**config.mk**
```make
export PLATFORM = sky130hd
export DESIGN_NAME = oitf_param_flat
export DESIGN_NICKNAME = d
export VERILOG_FILES = /design/src/rtl/oitf_param_if.sv /design/src/rtl/oitf_param.sv /design/src/flat_wrapper.sv
export SDC_FILE = /design/constraint.sdc
export NUM_CORES = 1
export LEC_CHECK = 0
export BUFFER_PORTS_ARGS = -buffer_cell sky130_fd_sc_hd__buf_4
export CORE_MARGIN = 2
export CORE_UTILIZATION = 56
export DETAILED_ROUTE_END_ITERATION = 8
export GPL_ROUTABILITY_DRIVEN = 0
export PLACE_DENSITY = 0.8
export SLEW_MARGIN = 20
export SYNTH_ARGS = -nofsm -noshare
export SYNTH_HDL_FRONTEND = slang
export SYNTH_SLANG_ARGS = --single-unit
```
**constraint.sdc**
```tcl
create_clock -name clk -period 2.15 [get_ports clk]
set_input_delay 0.1075 -clock clk [delete_from_list [all_inputs] [get_ports clk]]
set_output_delay 0.1075 -clock clk [all_outputs]
set_load 0.1 [all_outputs]
```
**src/rtl/oitf_param_if.sv**
```systemverilog
// Bundle of the dispatch, writeback-retire and source-query signals of the
// outstanding-instruction tracking FIFO.
//
// Handshake: an allocation happens on a rising clock edge exactly when
// dis_ena (valid) and dis_ready (ready) are both high; dis_ena may be held
// while dis_ready is low and nothing is taken. A retire happens when ret_ena
// is high and the FIFO is not empty. flush overrides both in its cycle.
//
// master: the pipeline side (dispatch/writeback), slave: the tracker.
interface oitf_param_if #(
  parameter int DEPTH  = 4,
  parameter int RA_W   = 5,
  parameter int NUM_RS = 2
);
  localparam int PTR_W = $clog2(DEPTH);

  logic                     dis_ena;
  logic                     dis_rdwen;
  logic [RA_W-1:0]          dis_rdidx;
  logic                     dis_ready;
  logic [PTR_W-1:0]         dis_ptr;
  logic                     dis_waw;
  logic                     ret_ena;
  logic [PTR_W-1:0]         ret_ptr;
  logic [RA_W-1:0]          ret_rdidx;
  logic                     flush;
  logic [NUM_RS-1:0]        rs_en;
  logic [NUM_RS*RA_W-1:0]   rs_idx;
  logic [NUM_RS-1:0]        rs_match;
  logic                     oitf_empty;
  logic                     oitf_full;
  logic [PTR_W:0]           oitf_cnt;

  modport master (
    output dis_ena, dis_rdwen, dis_rdidx, ret_ena, flush, rs_en, rs_idx,
    input  dis_ready, dis_ptr, dis_waw, ret_ptr, ret_rdidx, rs_match,
           oitf_empty, oitf_full, oitf_cnt
  );

  modport slave (
    input  dis_ena, dis_rdwen, dis_rdidx, ret_ena, flush, rs_en, rs_idx,
    output dis_ready, dis_ptr, dis_waw, ret_ptr, ret_rdidx, rs_match,
           oitf_empty, oitf_full, oitf_cnt
  );
endinterface

```
**src/rtl/oitf_param.sv**
```systemverilog
// Outstanding-instruction tracking FIFO: in-order allocate at dispatch,
// in-order retire at writeback, RAW hazard lookup on NUM_RS source ports
// and WAW lookup on the dispatching destination.
//
// Optional feature macro: OITF_RET_BYPASS_EN
//   defined   - the head entry retiring this cycle is hidden from rs_match
//               and dis_waw, so a consumer can dispatch in the writeback cycle
//               (adds a combinational path ret_ena -> rs_match/dis_waw).
//   undefined - the retiring entry still hits in its retire cycle.
module oitf_param #(
  parameter int DEPTH  = 4,
  parameter int RA_W   = 5,
  parameter int NUM_RS = 2
) (
  input logic           clk,
  input logic           rst,
  oitf_param_if.slave   bus
);
  localparam int PTR_W = $clog2(DEPTH);

  // Pointers carry one extra wrap bit so full and empty are distinguishable.
  logic [PTR_W:0]    alc_ptr;
  logic [PTR_W:0]    ret_ptr;
  logic [DEPTH-1:0]  vld;
  logic [RA_W-1:0]   rdidx_q [DEPTH];

  logic [PTR_W-1:0]  alc_idx;
  logic [PTR_W-1:0]  ret_idx;
  logic              full;
  logic              empty;
  logic              alc_fire;
  logic              ret_fire;
  logic [DEPTH-1:0]  ret_mask;
  logic [DEPTH-1:0]  live;
  logic [RA_W-1:0]   rs_k;
  logic [NUM_RS-1:0] rs_match_c;
  logic              dis_waw_c;

  assign alc_idx  = alc_ptr[PTR_W-1:0];
  assign ret_idx  = ret_ptr[PTR_W-1:0];
  assign full     = (alc_ptr[PTR_W] != ret_ptr[PTR_W]) && (alc_idx == ret_idx);
  assign empty    = (alc_ptr == ret_ptr);
  // No pass-through: a full FIFO refuses allocation even if the head retires now.
  assign alc_fire = bus.dis_ena && !full;
  assign ret_fire = bus.ret_ena && !empty;

  // Pointer and valid-bit state; reset beats flush, flush beats alloc/retire.
  always_ff @(posedge clk) begin
    if (rst) begin
      alc_ptr <= '0;
      ret_ptr <= '0;
      vld     <= '0;
    end else if (bus.flush) begin
      ret_ptr <= alc_ptr;
      vld     <= '0;
    end else begin
      // Retire and alloc never address the same slot in one cycle: that
      // would need the FIFO to be both empty and full.
      if (ret_fire) begin
        vld[ret_idx] <= 1'b0;
        ret_ptr      <= ret_ptr + 1'b1;
      end
      if (alc_fire) begin
        // r0 and non-writing instructions occupy a slot but never hazard.
        vld[alc_idx] <= bus.dis_rdwen && (bus.dis_rdidx != '0);
        alc_ptr      <= alc_ptr + 1'b1;
      end
    end
  end

  // Destination payload is not reset; it is only meaningful while its slot is live.
  always_ff @(posedge clk) begin
    if (!rst && !bus.flush && alc_fire) begin
      rdidx_q[alc_idx] <= bus.dis_rdidx;
    end
  end

  // Entries visible to hazard lookup, optionally hiding the retiring head.
  always_comb begin
    ret_mask = '0;
`ifdef OITF_RET_BYPASS_EN
    if (ret_fire && !bus.flush) ret_mask[ret_idx] = 1'b1;
`endif
    live = vld & ~ret_mask;
  end

  // RAW lookup per source port and WAW lookup on the dispatching destination.
  always_comb begin
    rs_match_c = '0;
    dis_waw_c  = 1'b0;
    rs_k       = '0;
    for (int k = 0; k < NUM_RS; k++) begin
      rs_k = bus.rs_idx[k*RA_W +: RA_W];
      for (int i = 0; i < DEPTH; i++) begin
        if (bus.rs_en[k] && (rs_k != '0) && live[i] && (rdidx_q[i] == rs_k)) begin
          rs_match_c[k] = 1'b1;
        end
      end
    end
    for (int i = 0; i < DEPTH; i++) begin
      if (bus.dis_rdwen && (bus.dis_rdidx != '0) && live[i] &&
          (rdidx_q[i] == bus.dis_rdidx)) begin
        dis_waw_c = 1'b1;
      end
    end
  end

  assign bus.dis_ready  = !full;
  assign bus.dis_ptr    = alc_idx;
  assign bus.dis_waw    = dis_waw_c;
  assign bus.ret_ptr    = ret_idx;
  assign bus.ret_rdidx  = rdidx_q[ret_idx];
  assign bus.rs_match   = rs_match_c;
  assign bus.oitf_empty = empty;
  assign bus.oitf_full  = full;
  assign bus.oitf_cnt   = alc_ptr - ret_ptr;
endmodule

```
**src/flat_wrapper.sv**
```systemverilog
// flat-port wrapper written by rule: the top's interface ports become plain ports
module oitf_param_flat 
#(
  parameter int DEPTH  = 4,
  parameter int RA_W   = 5,
  parameter int NUM_RS = 2
)
  (clk, rst, bus_dis_ena, bus_dis_rdwen, bus_dis_rdidx, bus_ret_ena, bus_flush, bus_rs_en, bus_rs_idx, bus_dis_ready, bus_dis_ptr, bus_dis_waw, bus_ret_ptr, bus_ret_rdidx, bus_rs_match, bus_oitf_empty, bus_oitf_full, bus_oitf_cnt);
  oitf_param_if #(.DEPTH(DEPTH), .RA_W(RA_W), .NUM_RS(NUM_RS)) bus_i ();
  input logic clk;
  input logic rst;
  input wire logic [$bits(bus_i.dis_ena)-1:0] bus_dis_ena;
  input wire logic [$bits(bus_i.dis_rdwen)-1:0] bus_dis_rdwen;
  input wire logic [$bits(bus_i.dis_rdidx)-1:0] bus_dis_rdidx;
  input wire logic [$bits(bus_i.ret_ena)-1:0] bus_ret_ena;
  input wire logic [$bits(bus_i.flush)-1:0] bus_flush;
  input wire logic [$bits(bus_i.rs_en)-1:0] bus_rs_en;
  input wire logic [$bits(bus_i.rs_idx)-1:0] bus_rs_idx;
  output wire logic [$bits(bus_i.dis_ready)-1:0] bus_dis_ready;
  output wire logic [$bits(bus_i.dis_ptr)-1:0] bus_dis_ptr;
  output wire logic [$bits(bus_i.dis_waw)-1:0] bus_dis_waw;
  output wire logic [$bits(bus_i.ret_ptr)-1:0] bus_ret_ptr;
  output wire logic [$bits(bus_i.ret_rdidx)-1:0] bus_ret_rdidx;
  output wire logic [$bits(bus_i.rs_match)-1:0] bus_rs_match;
  output wire logic [$bits(bus_i.oitf_empty)-1:0] bus_oitf_empty;
  output wire logic [$bits(bus_i.oitf_full)-1:0] bus_oitf_full;
  output wire logic [$bits(bus_i.oitf_cnt)-1:0] bus_oitf_cnt;
  assign bus_i.dis_ena = bus_dis_ena;
  assign bus_i.dis_rdwen = bus_dis_rdwen;
  assign bus_i.dis_rdidx = bus_dis_rdidx;
  assign bus_i.ret_ena = bus_ret_ena;
  assign bus_i.flush = bus_flush;
  assign bus_i.rs_en = bus_rs_en;
  assign bus_i.rs_idx = bus_rs_idx;
  assign bus_dis_ready = bus_i.dis_ready;
  assign bus_dis_ptr = bus_i.dis_ptr;
  assign bus_dis_waw = bus_i.dis_waw;
  assign bus_ret_ptr = bus_i.ret_ptr;
  assign bus_ret_rdidx = bus_i.ret_rdidx;
  assign bus_rs_match = bus_i.rs_match;
  assign bus_oitf_empty = bus_i.oitf_empty;
  assign bus_oitf_full = bus_i.oitf_full;
  assign bus_oitf_cnt = bus_i.oitf_cnt;
  oitf_param #(.DEPTH(DEPTH), .RA_W(RA_W), .NUM_RS(NUM_RS)) u_core (.clk(clk), .rst(rst), .bus(bus_i));
endmodule
```
Word level (Yosys, flattened, before mapping)
Memory sizes are Yosys's and may differ from the RTL's. A register that Yosys moved wholly into a read port is not among the register bits.
Cells that the tools add are included.
W data, S select, Z words.
{ "totals": {"ff_bits": 10, "mem_bits_rw": 20, "inputBits": 23, "out_inout_bits": 18, "elab_cells": 100, "n_memories": 1} }
{ "op_classes": {"addsub": 3, "order_cmp": 4, "eq_ne": 15, "n_mux": 27, "n_bitwise": 3, "reduce_logical": 44} }
{ "mem_list": {"columns": ["name", "words", "width", "read_ports", "rd_clocked_by_memory_dff", "wr", "line", "source"], "rows": [
  ["u_core.rdidx_q", 4, 5, 5, 1, 1, "oitf_param.sv:25", "logic [RA_W-1:0] rdidx_q [DEPTH];"]
]} }
{ "op_table": {"columns": ["operator", "count"], "rows": [
  ["$eq A5 B5 Y1", 12],
  ["$logic_and A1 B1 Y1", 34],
  ["$mux W1", 16],
  ["$mux W4", 4],
  ["$reduce_bool A5 Y1", 3],
  ["$add A3 B1 Y3 const B", 2],
  ["$lt A2 B3 Y1 const B", 2],
  ["$mux W3", 2],
  ["$and A4 B4 Y4", 1],
  ["$bwmux W4", 1],
  ["$demux W1 S2", 2],
  ["$ge A2 B1 Y1 const B", 2],
  ["$logic_not A1 Y1", 4],
  ["$mux W2", 2],
  ["$not A4 Y4", 1],
  ["$eq A3 B3 Y1", 1],
  ["$sub A3 B3 Y3", 1],
  ["$eq A2 B2 Y1", 1],
  ["$reduce_and A2 Y1", 1],
  ["$reduce_bool A2 Y1", 1],
  ["$reduce_or A2 Y1", 1],
  ["$ne A1 B1 Y1", 1],
  ["$not A1 Y1", 1]
]} }

Logic depth before layout (Yosys ltp)
Gate-level depths: netlist of run 1.
{ "logic_depth": {"word_depth": 11, "ltp_mapped": 7} }

Least setup slack after synthesis of run 1
Ideal clock, no wire load.
{ "synth_timing": {"path_kind": "reg2out", "from": "memory u_core.rdidx_q[3][1]", "to": "output bus_rs_match[1]", "arrival_ns": 2.652, "setup_slack_ns": -0.610, "stages_incl_launch_ff": 5, "cell_sequence": "edfxtp_1 > xor2_1 > nor4_1 > nand3_1 > a31oi_1"} }
{ "synth_lines": {"columns": ["element", "line", "source"], "rows": [
  ["start, declared", "oitf_param.sv:25", null],
  ["end, declared", "flat_wrapper.sv:24", "output wire logic [$bits(bus_i.rs_match)-1:0] bus_rs_match;"]
]} }

==> summary.md, run 1 <==
| Metric | Value |
|---|---|
| Max clock buf depth | `2` |
| Fin Clk Skew | `0.006186 ns` |
| Leakage power | `1.052 nW` |
| Worst setup path category | `flip-flop to output port` |
| Vias per inst | `5.743` |
| Clock sinks | `32` |
| Largest area contributor in the netlist | `edfxtp_1` |
| Post-Syn Nets | `257` |
| Synth async-reset ratio | `0%` |
| Critical Path Fanout Max | `4` |
| Area delta synth->final | `21.07%` |
| Slew headroom | `65.52%` |
| Clock latency on the worst-skew pair | `0.29 ns` |
| Worst-Margin Slew | `0.5154 ns` |
| Status | `finished clean` |
| Required time worst endpoint | `2.04 ns` |
| VDD IR-drop max | `0.4460 mV` |
| Clk pwr share | `27.1%` |
| Final-stage net count | `287` |
| Post-route ant nets | `0` |
| Seq/Total Area, Yosys | `36.96%` |
| Die X | `67.74 um` |
| Detailed placement HPWL | `3.984 mm` |
| TritonRoute pass-1 iters | `4` |
| IO Port Bufs | `40` |
| Post-synthesis cell count | `223` |
| Hold path start | `rst` |
| Number of flops mapped to enable cells by yosys | `20` |
| R2r setup slk | `0.18 ns` |
| Setup crit start kind | `flip-flop` |
| Syn Area/Cell | `10.20 um2` |
| Hold-critical path depth | `2` |
| I/O Pins | `41` |
| Synthesized area | `2275 um2` |
| Core outline area | `3943 um2` |
| RR Endpoint | `u_core.rdidx_q[3][2]` |
| CTS tree | `built` |
| Sequential share of power | `42.3%` |
| Syn. warnings | `0` |
| Timing-limited maximum frequency | `471.4 MHz` |
| Top FF cell, synth | `edfxtp_1` |
| Row Count | `23` |
| Unique cell type count in the Yosys netlist | `34` |
| Share of cells above drive strength 1 | `28.74%` |
| Drt total wl | `5.392 mm` |
| Die Ht | `67.74 um` |
| Die ar. | `4588 um2` |
| Starting DRC count in detailed routing | `124` |
| PD cells | `593.8 nW/um2` |
| Endpoints failing hold | `0` |
| Routed vias | `1,746` |
| Internal power | `1.038 mW` |
| Clock-pin transition on the worst setup and hold timing paths | `0.07 ns` |
| Crit. End Element | `output port` |
| Flops & latches, synth | `32` |
| Global route total overflow | `0` |
| Hold_ws | `0.03418 ns` |
| Number of antenna diodes | `0` |
| Setup tns final | `0 ns` |
| Unrepaired setup endpoints after global routing | `yes` |
| CTS Root Cell | `clkbuf_8` |
| Max-Cap Viols | `0` |
| Final setup fails | `0` |
| Sw Ratio | `36.53%` |
| Power share of the combinational group | `30.6%` |
| Hold_buf cts | `0` |
| Largest net degree at the start of global routing | `12` |
| Hold Path End | `u_core.alc_ptr[2]` |
| Max Slew Vio Count | `0` |
| R2R depth | `5` |
| Dominant cells by area after synthesis | `edfxtp_1 26%, xor2_1 19%, dfxtp_1 11%` |
| Crit path arrival time | `2.01 ns` |
| Post-synth top area share | `26.40%` |
| Vias in the first global route | `1,621` |
| Net Sw Power | `0.5974 mW` |
| FF-to-FF Start | `u_core.alc_ptr[0]` |
| H-Tree Depth | `2` |
| Global-route wire length before repair | `8.107 mm` |
| Min cycle time layout | `2.121 ns` |
| GR Util All Layers | `25.06%` |
| HP Class | `input port to flip-flop` |
| Wire per inst | `17.74 um` |
| CTS Buf Count | `5` |
| Initial Util | `57.70%` |
| DRC viols | `0` |
| Final period util | `98.66%` |
| Antenna violations before repair | `0` |
cells in the final DEF, fill, tap and decap left out, types with 2 or more instances in the layout:
master	instances
buf_6	2
dfxtp_1	12
or4_1	3
ha_1	10
mux4_2	5
and3_1	2
nor4_1	8
o21ai_0	5
o211ai_1	4
clkbuf_8	5
a31oi_2	2
nor2_1	10
xor2_1	49
inv_1	9
a21oi_1	5
nor4_2	4
a31oi_1	2
a211oi_1	2
xnor2_1	16
clkinvlp_4	3
nand4_1	4
buf_4	43
nand3_1	11
nand2_1	2
edfxtp_1	20
cell usage after synthesis (10+ instances only):
master and count:
ha_1 10, clkbuf_1 17, xor2_1 49, nand3_1 11
xnor2_1 17, nor2_1 11, inv_1 10, edfxtp_1 20
dfxtp_1 12, nor4_1 12
cell type report:
type	instances	area, um2
fill	305	1189
inverter	10	41.29
sequential	32	840.8
multi-input combinational	158	1356
timing repair buffer	46	365.4
clock buffer	5	68.82
tap	50	62.56
clock inverter	3	18.77
registers in the layout, summed over array words and instances, names as in the netlist, named ones only:
signal,count
u_core.rdidx_q,20
u_core.alc_ptr,3
u_core.ret_ptr,3
u_core.live,4
repair_timing:
action,4_1_cts,5_1_grt
resized for setup,6,5
buffers inserted,1,4
setup endpoints to repair,2,5
pin swaps,1,3
endpoints found under the hold margin,0,0
layer usage:
metal | up-vias | GRT usage [%] | wire (um)
met5 | - | 0 | 0
met4 | 0 | 10.97 | 76
met3 | 6 | 6.167 | 266
met2 | 51 | 37.87 | 2677
met1 | 859 | 34.01 | 2372
li1 | 830 | - | -
cell families (layout without fill, tap and decap cells):
family,Yosys count,after routing,share of synthesized area [%]
xor+xnor,66,66,25.41
flops,32,32,36.96
simple gates,50,50,12.05
compound gates,24,24,6.820
fa+ha+maj,11,11,6.381
mux,7,7,5.886
buf+inv,33,64,6.491
power by group through the flow:
stage	Sequential (mW)	Combinational (mW)	Clock, mW
6_report	0.691	0.501	0.443
5_1_grt	0.693	0.533	0.480
4_1_cts	0.691	0.494	0.460
3_5_place_dp	0.704	0.491	0
3_3_place_gp	0.703	0.485	0
2_1_floorplan	0.694	0.397	0
per-stage QoR:
step	power [mW]	std cells	setup WS, ns	util [%]	cell area [um2]
6_report	1.635	304	0.02882	69.85	2754
5_1_grt	1.706	304	-0.02998	69.85	2754
4_1_cts	1.645	300	0.007763	68.33	2694
3_5_place_dp	1.195	291	0.1703	65.19	2570
3_3_place_gp	1.188	291	0.2428	65.19	2570
2_1_floorplan	1.091	223	-0.02181	-	2310
worst max-delay path, cell delays in order (launching register included):
cell      delay [ns]
edfxtp_1        0.48
xor2_1          0.21
nor4_2          0.33
and3_1          0.23
a31oi_2         0.06
a31oi_4         0.22
buf_12          0.19
how the worst max path moves through the flow:
stage	start	end	slack [ns]
floorplan	u_core.rdidx_q[1][4]	bus_rs_match[1]	-0.02
CTS	u_core.rdidx_q[2][4]	bus_rs_match[0]	0.008
global route	u_core.rdidx_q[3][4]	bus_rs_match[1]	-0.03
detailed placement	u_core.rdidx_q[2][4]	bus_rs_match[0]	0.17
global placement	u_core.rdidx_q[2][4]	bus_rs_match[0]	0.24
finish	u_core.rdidx_q[2][4]	bus_rs_match[0]	0.03
Power figures use the tool's default switching activity.
==> run 2: changes to the inputs <==
--- a/config.mk
+++ b/config.mk
@@ -5,9 +5,11 @@
 export SDC_FILE = /design/constraint.sdc
 export NUM_CORES = 1
 export LEC_CHECK = 0
+export ABC_AREA = 1
+export ABC_CLOCK_PERIOD_IN_PS = 2150
 export BUFFER_PORTS_ARGS = -buffer_cell sky130_fd_sc_hd__buf_4
 export CORE_MARGIN = 2
-export CORE_UTILIZATION = 56
+export CORE_UTILIZATION = 57
 export DETAILED_ROUTE_END_ITERATION = 8
 export GPL_ROUTABILITY_DRIVEN = 0
 export PLACE_DENSITY = 0.8
==> run 2 against run 1 <==
Sequential cell count is the same. Area after synthesis is 16% higher. Core utilization up 1.0 points. Via count grew 68%. Synthesized cell count grew 91%. Cell area is 14% higher. Wire length increased by 50%. First-iteration DRC count increased to 2.8 times the previous value. Clock-buffer cell count unchanged. Clock skew about the same. Register-to-register slack better by 0.10 ns. Worst hold slack better by 0.033 ns. Critical endpoint is now bus_oitf_empty. Highest routed layer unchanged.
==> summary.md, run 2 <==
| Metric | Value |
|---|---|
| Status | `finished clean (unchanged)` |
| Routed vias | `2,931 (was 1,746)` |
| Min cycle time layout | `2.054 ns (was 2.121 ns)` |
| Global-route wire length before repair | `12.77 mm (was 8.107 mm)` |
| HP Class | `input port to flip-flop (unchanged)` |
| I/O Pins | `41 (unchanged)` |
| Syn Area/Cell | `6.194 um2 (was 10.20 um2)` |
| Clock sinks | `32 (unchanged)` |
| Final period util | `95.53% (was 98.66%)` |
| Required time worst endpoint | `2.04 ns (about the same)` |
| Most common cell in the netlist | `nand2_1 (was xor2_1)` |
| PD cells | `607.1 nW/um2 (was 593.8 nW/um2)` |
| Vias per inst | `5.615 (was 5.743)` |
| Detailed placement HPWL | `6.252 mm (was 3.984 mm)` |
| Post-synthesis cell count | `426 (was 223)` |
| Total power | `1.899 mW (was 1.635 mW)` |
| Slew headroom | `74.99% (was 65.52%)` |
| Setup tns final | `0 ns (unchanged)` |
| Crit path arrival time | `1.95 ns (was 2.01 ns)` |
| Max incr delay on CP | `0.41 ns (was 0.48 ns)` |
| Hold_buf cts | `0 (unchanged)` |
| Clock latency on the worst-skew pair | `0.29 ns (about the same)` |
| Worst setup path category | `flip-flop to output port (unchanged)` |
| Number of flip-flops in the largest register | `20 (unchanged)` |
| Final setup margin | `0.09611 ns (was 0.02882 ns)` |
| GRT busiest layer | `met2 (unchanged)` |
| Initial Util | `59.78% (was 57.70%)` |
| Timing-limited maximum frequency | `486.9 MHz (was 471.4 MHz)` |
| Post-CTS Resized | `0 (was 6)` |
| CTS Buf Count | `5 (unchanged)` |
| Share of cells above drive strength 1 | `15.74% (was 28.74%)` |
| Biggest register | `u_core.rdidx_q (unchanged)` |
| Final core occ | `70.86% (was 69.85%)` |
| Die Ht | `72.04 um (was 67.74 um)` |
| VDD IR-drop max | `0.5703 mV (was 0.4460 mV)` |
| Drt total wl | `8.062 mm (was 5.392 mm)` |
| IO Port Bufs | `40 (unchanged)` |
| Flops & latches, synth | `32 (unchanged)` |
| Syn. warnings | `0 (unchanged)` |
| CTS Root Cell | `clkbuf_8 (unchanged)` |
| Dpl cells | `514 (was 291)` |
| Cells along the critical path | `inv_1, ha_1, nand2_1, inv_1, nand3_2, inv_1, buf_4 (was xor2_1, nor4_2, and3_1, a31oi_2, a31oi_4, buf_12)` |
| Critical Path Fanout Max | `6 (was 4)` |
| Max clock buf depth | `2 (unchanged)` |
| Endpoints failing hold | `0 (unchanged)` |
| Post-route ant nets | `0 (unchanged)` |
| Unrepaired setup endpoints after global routing | `no (was yes)` |
| Synthesized area | `2639 um2 (was 2275 um2)` |
| Number of antenna diodes | `0 (unchanged)` |
| Non-Filler Instances | `522 (was 304)` |
| Dpl cell area | `3017 um2 (was 2570 um2)` |
| Largest net degree at the start of global routing | `15 (was 12)` |
| Fin Clk Skew | `0.006113 ns (was 0.006186 ns)` |
| Wire per inst | `15.44 um (was 17.74 um)` |
| Max Slew Vio Count | `0 (unchanged)` |
| Setup WS pre-CTS | `0.2883 ns (was 0.1703 ns)` |
| Commonest cells post-synth | `180 x nand2_1, 58 x nor2_1, 48 x inv_1, 21 x a21oi_1 (was 49 x xor2_1, 20 x edfxtp_1, 17 x clkbuf_1, 17 x xnor2_1)` |
| Antenna violations before repair | `0 (unchanged)` |
| Seq/Total Area, Yosys | `31.86% (was 36.96%)` |
| Unique cell type count in the Yosys netlist | `27 (was 34)` |
| CTS tree | `built (unchanged)` |
| GR Util All Layers | `32.60% (was 25.06%)` |
| Die X | `72.04 um (was 67.74 um)` |
| Max-Cap Viols | `0 (unchanged)` |
| DRC viols | `0 (unchanged)` |
| Worst-Margin Slew | `0.3747 ns (was 0.5154 ns)` |
| Post-Syn Nets | `460 (was 257)` |
| Synth async-reset ratio | `0% (unchanged)` |
| Final-stage net count | `503 (was 287)` |
| Crit. End Element | `output port (unchanged)` |
| Setup crit start kind | `flip-flop (unchanged)` |
| Vias in the first global route | `2,696 (was 1,621)` |
| H-Tree Depth | `2 (unchanged)` |
| Hold_ws | `0.06670 ns (was 0.03418 ns)` |
| Clock-pin transition on the worst setup and hold timing paths | `0.07 ns (about the same)` |
| TritonRoute pass-1 iters | `5 (was 4)` |
| Die ar. | `5190 um2 (was 4588 um2)` |
| Setup Buffers After CTS | `0 (was 1)` |
| Starting DRC count in detailed routing | `341 (was 124)` |
| Fillers | `408 (was 305)` |
| Post-synth top area share | `25.60% (was 26.40%)` |
| Row Count | `24 (was 23)` |
| Final instance area | `3128 um2 (was 2754 um2)` |
| Routing usage on met3 | `3.194% (was 6.167%)` |
| Final setup fails | `0 (unchanged)` |
| Most frequent cells in the layout | `180 x nand2_1, 55 x nor2_1, 48 x inv_1 (was 49 x xor2_1, 43 x buf_4, 20 x edfxtp_1)` |
| Largest area contributor in the netlist | `nand2_1 (was edfxtp_1)` |
| Most common cell on crit path | `inv_1` |
| Core outline area | `4414 um2 (was 3943 um2)` |
| Top FF cell, synth | `edfxtp_1 (unchanged)` |
| Global route total overflow | `0 (unchanged)` |
| Number of flops mapped to enable cells by yosys | `20 (unchanged)` |
| Met2 Resource Use GR | `57.92% (was 37.87%)` |
| Area delta synth->final | `18.54% (was 21.07%)` |
| Leakage power | `1.623 nW (was 1.052 nW)` |
| Dominant cells by area after synthesis | `nand2_1 26%, edfxtp_1 23%, dfxtp_1 9.1% (was edfxtp_1 26%, xor2_1 19%, dfxtp_1 11%)` |
| Most common cell after layout, fill and taps aside | `nand2_1 (was xor2_1)` |
| Worst path slowest cell | `dfxtp_1 (was edfxtp_1)` |
| Met1 usage | `36.80% (was 34.01%)` |
-- run 2: cell count changes after synthesis, moves of 5 or more --
cell      previous run  this run
o21ai_0              5        15
nor2_1              11        58
nand3_2              1         6
a31oi_1              5         0
a21oi_1              5        21
nor4_1              12         0
mux4_2               5         0
o21ai_1              0         5
clkbuf_1            17         0
nand2_1              2       180
xor2_1              49         2
inv_1               10        48
nand3_1             11        20
xnor2_1             17         0
-- run 2: worst paths after layout --
kind                                to  slack (ns)              start  cells past startpoint
hold reg to reg      u_core.ret_ptr[2]        0.56  u_core.ret_ptr[2]                      2
setup / recovery        bus_oitf_empty         0.1  u_core.alc_ptr[0]                      7
setup reg to reg  u_core.rdidx_q[1][1]        0.28  u_core.alc_ptr[0]                      8
hold / removal       u_core.ret_ptr[2]        0.07                rst                      2
-- run 2: power breakdown --
| part | total [mW] | switching, mW | leakage [nW] | internal, mW |
|---|---|---|---|---|
| Combinational | 0.630 | 0.476 | 1.29 | 0.155 |
| Sequential | 0.693 | 0.0246 | 0.278 | 0.669 |
| Clock | 0.575 | 0.233 | 0.0541 | 0.342 |
-- run 2: layout make-up --
cell class / count / area [um2] / area share, %
repair buffers: 43 / 322.8 / 10.32
clock buffers: 5 / 68.82 / 2.200
clock inverters: 3 / 42.54 / 1.360
flip-flops and latches: 32 / 840.8 / 26.88
multi-input cells: 337 / 1600 / 51.16
well taps: 52 / 65.06 / 2.080
inverters: 50 / 187.7 / 6.000
-- run 2: per-layer routing --
metal  part of all wire [%]  wire length, um
met1                     38             3071
met2                     49             3932
met3                    6.7              543
met4                    6.4              514
met5                      0                0
-- run 2: cell families after synthesis --
kind of cell    synth area share (%)
flops                          31.86
xor+xnor                      0.6639
compound gates                 8.867
simple gates                   44.24
buf+inv                        8.866
fa+ha+maj                      5.500
-- run 2: critical path: cells and delay by family, from the launching register on --
family / cells / cell delay [ns]
buf+inv: 4 / 0.68
fa+ha+maj: 1 / 0.32
flops: 1 / 0.41
simple gates: 2 / 0.25
